$ cat config.mk
export PLATFORM = sky130hd
export DESIGN_NAME = frame_sync_ctrl
export DESIGN_NICKNAME = d
export VERILOG_FILES = /design/src/rtl/frame_sync_ctrl.sv
export SDC_FILE = /design/constraint.sdc
export NUM_CORES = 1
export LEC_CHECK = 0
export CAP_MARGIN = 20
export CORE_MARGIN = 2
export CORE_UTILIZATION = 35
export CTS_CLUSTER_SIZE = 10
export DETAILED_ROUTE_END_ITERATION = 7
export GPL_TIMING_DRIVEN = 0
export SETUP_SLACK_MARGIN = 0.5
export SLEW_MARGIN = 0
export SYNTH_ARGS = -nofsm -noshare
export SYNTH_HDL_FRONTEND = slang
export SYNTH_SLANG_ARGS = --single-unit
$ cat constraint.sdc
create_clock -name clk -period 2.9 [get_ports clk]
set_clock_uncertainty 0.15 [all_clocks]
set_input_delay 0.58 -clock clk [delete_from_list [all_inputs] [get_ports clk]]
set_output_delay 0.58 -clock clk [all_outputs]
set_load 0.03 [all_outputs]
$ cat src/rtl/frame_sync_ctrl.sv
// frame_sync_ctrl: hunts a 4-bit serial sync pattern, captures PAYLOAD_W bits MSB-first and
// hands them to a consumer through a one-entry buffer. Define FRAME_PARITY_EN to add an even-parity bit.
module frame_sync_ctrl #(
  parameter int         PAYLOAD_W = 8,
  parameter logic [3:0] SYNC_PAT  = 4'b1011
) (
  input  logic                 clk,
  input  logic                 reset,
  input  logic                 enable,
  input  logic                 in,
  output logic [PAYLOAD_W-1:0] payload,
  output logic                 payload_valid,
  input  logic                 payload_ready,
  output logic                 overrun,
  output logic                 parity_err,
  output logic [7:0]           frame_count
);

  // state   | meaning
  // IDLE    | disabled; leaves on the first enabled edge with the sync history cleared
  // HUNT    | shifting serial bits, looking for SYNC_PAT (overlaps allowed)
  // CAPTURE | shifting PAYLOAD_W payload bits MSB-first
  // PARITY  | sampling the even-parity bit (FRAME_PARITY_EN builds only)
`ifdef FRAME_PARITY_EN
  typedef enum logic [1:0] {IDLE, HUNT, CAPTURE, PARITY} state_t;
`else
  typedef enum logic [1:0] {IDLE, HUNT, CAPTURE} state_t;
`endif

  localparam int                CNT_W    = (PAYLOAD_W > 1) ? $clog2(PAYLOAD_W) : 1;
  localparam logic [CNT_W-1:0]  CNT_LAST = CNT_W'(PAYLOAD_W - 1);

  state_t                 state;
  logic [2:0]             shift;
  logic [CNT_W-1:0]       cnt;
  logic [PAYLOAD_W-1:0]   cap;
  logic                   done;
  logic [3:0]             sync_win;
  logic                   sync_hit;
  logic [PAYLOAD_W-1:0]   cap_next;

  assign sync_win = {shift, in};
  assign sync_hit = (sync_win == SYNC_PAT);
  assign cap_next = {cap[PAYLOAD_W-2:0], in};

`ifdef FRAME_PARITY_EN
  logic bad;
`endif

  // done is a one-edge strobe telling the buffer that cap holds a complete, good frame.
  always_ff @(posedge clk) begin
    if (reset) begin
      state <= IDLE;
      shift <= '0;
      cnt   <= '0;
      cap   <= '0;
      done  <= 1'b0;
`ifdef FRAME_PARITY_EN
      bad   <= 1'b0;
`endif
    end else begin
      done <= 1'b0;
`ifdef FRAME_PARITY_EN
      bad  <= 1'b0;
`endif
      if (!enable) begin
        state <= IDLE;
        shift <= '0;
        cnt   <= '0;
      end else begin
        case (state)
          IDLE: begin
            state <= HUNT;
            shift <= '0;
          end
          HUNT: begin
            shift <= sync_win[2:0];
            if (sync_hit) begin
              state <= CAPTURE;
              cnt   <= '0;
            end
          end
          CAPTURE: begin
            cap <= cap_next;
            cnt <= cnt + 1'b1;
            if (cnt == CNT_LAST) begin
              cnt   <= '0;
              shift <= '0;
`ifdef FRAME_PARITY_EN
              state <= PARITY;
`else
              state <= HUNT;
              done  <= 1'b1;
`endif
            end
          end
`ifdef FRAME_PARITY_EN
          PARITY: begin
            state <= HUNT;
            shift <= '0;
            if (^{cap, in})
              bad  <= 1'b1;
            else
              done <= 1'b1;
          end
`endif
          default: begin
            state <= IDLE;
            shift <= '0;
            cnt   <= '0;
          end
        endcase
      end
    end
  end

  // One-entry output buffer; a completed frame arriving while the buffer is full and not
  // being drained is dropped and flagged.
  always_ff @(posedge clk) begin
    if (reset) begin
      payload       <= '0;
      payload_valid <= 1'b0;
      overrun       <= 1'b0;
      frame_count   <= '0;
    end else begin
      overrun <= 1'b0;
      if (done) begin
        if (!payload_valid || payload_ready) begin
          payload       <= cap;
          payload_valid <= 1'b1;
          frame_count   <= frame_count + 8'd1;
        end else begin
          overrun <= 1'b1;
        end
      end else if (payload_valid && payload_ready) begin
        payload_valid <= 1'b0;
      end
    end
  end

`ifdef FRAME_PARITY_EN
  always_ff @(posedge clk) begin
    if (reset)
      parity_err <= 1'b0;
    else
      parity_err <= bad;
  end
`else
  assign parity_err = 1'b0;
`endif

endmodule

==> results.cfg <==
[layout]
final_core_util_pct = 46.6
fin_nets = 196
n_antenna_cell = 0
num-fill-cells = 383
multiInputGateArea_um2 = 634
layoutNonFillerInstCount = 236
drive_gt1_share_pct = 7.45
syn2layout_area_growth_pct = 25.8
seq_area_um2 = 701

[setup_path]
cp_max_fo = 6
critPathKind = register to output pin
reg2reg_depth = 4
critPathMaxStageDelay_ns = 0.70
critPathBufInv = 1
slowest_stage = clkdlybuf4s50_1
worst_ep_arrival_time_ns = 1.39
cp.depth = 1
crit_required_ns = 2.17
end_kind = output pin
worst_setup_path_start_kind = register
path_cells = clkdlybuf4s50_1
path_delay_family = buffers and inverters

[drt]
drt_wl_total_um = 2650
viasPerCell = 4.81
drc_errors = 0
vias = 1135
drt_iter0_drc = 35
wire_per_inst_um = 11.2
ant_nets = 0
drt_pass1_iterations = 4

[synthesis]
yosys.area.top_type = dfxtp_1
yosysMostFrequentCell = dfxtp_1
yosys-top-cells-area = dfxtp_1 (50%), nand2_1 (8.1%), a21oi_1 (7.6%)
syn_nets = 168
synth-async-reset-ratio_pct = 0
synth_top_cell_area_share_pct = 50.5
avgSynthCellArea_um2 = 8.67
synth_cells = 160
syn-cell-area_um2 = 1390
netlist_top_cells_count = dfxtp_1 (35), nand2_1 (30), a21oi_1 (21)
synth_flop_cell = dfxtp_1
ys_ff_latch = 35
yosysSeqAreaShare_pct = 50.5
synth_cell_types = 34
synth-edff-count = 0
ys_warn_count = 0

[run_status]
status = completed

[sta]
setup-violations-final = 0
finalSetupTns_ns = 0
finalMaxSlewViolations = 0
min_period_ns = 2.12
fmax_ghz = 0.471
rsz0062_at_grt = no
fin_crit_sh_pct = 73.2
finalHoldViolations = 0

[die]
die_x_um = 67.0
die_area_um2 = 4480
start_util_pct = 37.1
rows = 22
ioPinCount = 24
die_y_um = 67.0
coreArea_um2 = 3740

[global_routing]
grt.total_usage_pct = 14.2
grt_max_degree = 11
grt_pass1_wl_um = 4710
overflow = 0
antenna_found_initial = 0
grt_pass1_vias = 1073

[cts]
cts.sinks = 35
cts.clk_slew.worst_paths_ns = 0.06
post_cts_buffers = 0
cts_made_buffers = 5
post_cts_resized = 0
clock_latency_ns = 0.28
cts_root_buf = clkbuf_8
cts_hold_buf = 0
htreeDepth = 2
clockBufferDepth = 2
cts_tree = done

[pwr]
finalPower_uw = 846
p_leak_uw = 0.000599
powerDensity_nw_per_um2 = 485
ir_worst_vdd_mv = 0.217

[worst_hold_path]
min_path_cells = 2
hp-class = register to register

[flow_run]
cap_violations = 0

[placed_design]
dpl.hpwl_um = 1940
portBuffers = 21
gp_congestion = 0.747
dp_cells = 229
kinds of logic (layout without fill, tap and decap cells):
group / after synthesis / in the layout / share of synthesized area [%]
buf+inv: 12 / 40 / 3.79
xor+xnor: 5 / 5 / 3.16
fa+ha+maj: 3 / 3 / 2.71
other cells: 1 / 1 / 0.270
compound gates: 30 / 30 / 12.6
flops: 35 / 35 / 50.5
simple gates: 74 / 74 / 27.0
routing by layer:
| layer | GRT usage (%) | share of wire [%] |
|---|---|---|
| met1 | 16.6 | 49 |
| met3 | 4.05 | 5.1 |
| met4 | 8.42 | 1.1 |
| met5 | 0 | 0 |
| met2 | 22.9 | 45 |
sequential cells by signal, summed over array words and instances, names as in the netlist:
register and count:
state 2, overrun 1, done 1, cnt 3, frame_count 8, cap 8
payload 8, shift 3, payload_valid 1
worst paths after layout:
path / from / endpoint / slack, ns
max: frame_count[2]$_SDFFE_PP0P_ / frame_count[2] / 0.78
min: payload[5]$_SDFFE_PP0P_ / payload[5]$_SDFFE_PP0P_ / 0.31
max reg2reg: state[0]$_SDFFE_PP0P_ / cnt[1]$_SDFFE_PP0P_ / 1.41
min reg2reg: payload[5]$_SDFFE_PP0P_ / payload[5]$_SDFFE_PP0P_ / 0.31
layout make-up:
class,instances,area share (%)
clock buffers,6,4.73
repair buffers,21,12.0
well taps,48,3.44
flip-flops and latches,35,40.1
plain buffers,9,2.37
clock inverters,1,0.287
inverters,3,0.645
multi-input cells,113,36.3
report_power, final:
group / internal [uW] / total, uW / switching, uW
sequential: 482 / 484 / 1.86
clock: 186 / 340 / 154
combinational: 8.74 / 22.6 / 13.9
through the flow:
step	area (um^2)	hold slack [ns]	setup WS, ns
after floorplan	1390	0.282	1.29
after global placement	1660	0.294	0.735
after detailed placement	1660	0.300	0.710
after CTS	1750	0.308	0.759
after global routing	1750	0.336	0.701
final	1750	0.305	0.778
cells in the final DEF (no fill, tap or decap), drive strengths merged, types with 2 or more instances in the layout:
cell type / netlist / routed
xor2: 4 / 4
ha: 3 / 3
and2: 3 / 3
buf: 4 / 4
a32o: 2 / 2
clkbuf: 5 / 11
nand3: 11 / 11
a21oi: 21 / 21
nor2: 11 / 11
nand4: 3 / 3
nand2b: 2 / 2
and3: 2 / 2
or3: 2 / 2
dfxtp: 35 / 35
o21ai: 2 / 2
nor2b: 2 / 2
clkdlybuf4s50: 0 / 21
inv: 3 / 3
nor3: 2 / 2
nand2: 31 / 31
worst min-delay path, delay by kind of cell, from the launching register on:
| family | cells | cell delay [ns] |
|---|---|---|
| flip-flops | 1 | 0.31 |
| AO/OA/AOI/OAI | 1 | 0.05 |
| AND/OR/NAND/NOR | 1 | 0.05 |
Note: power is estimated with default switching activity, not from simulation.
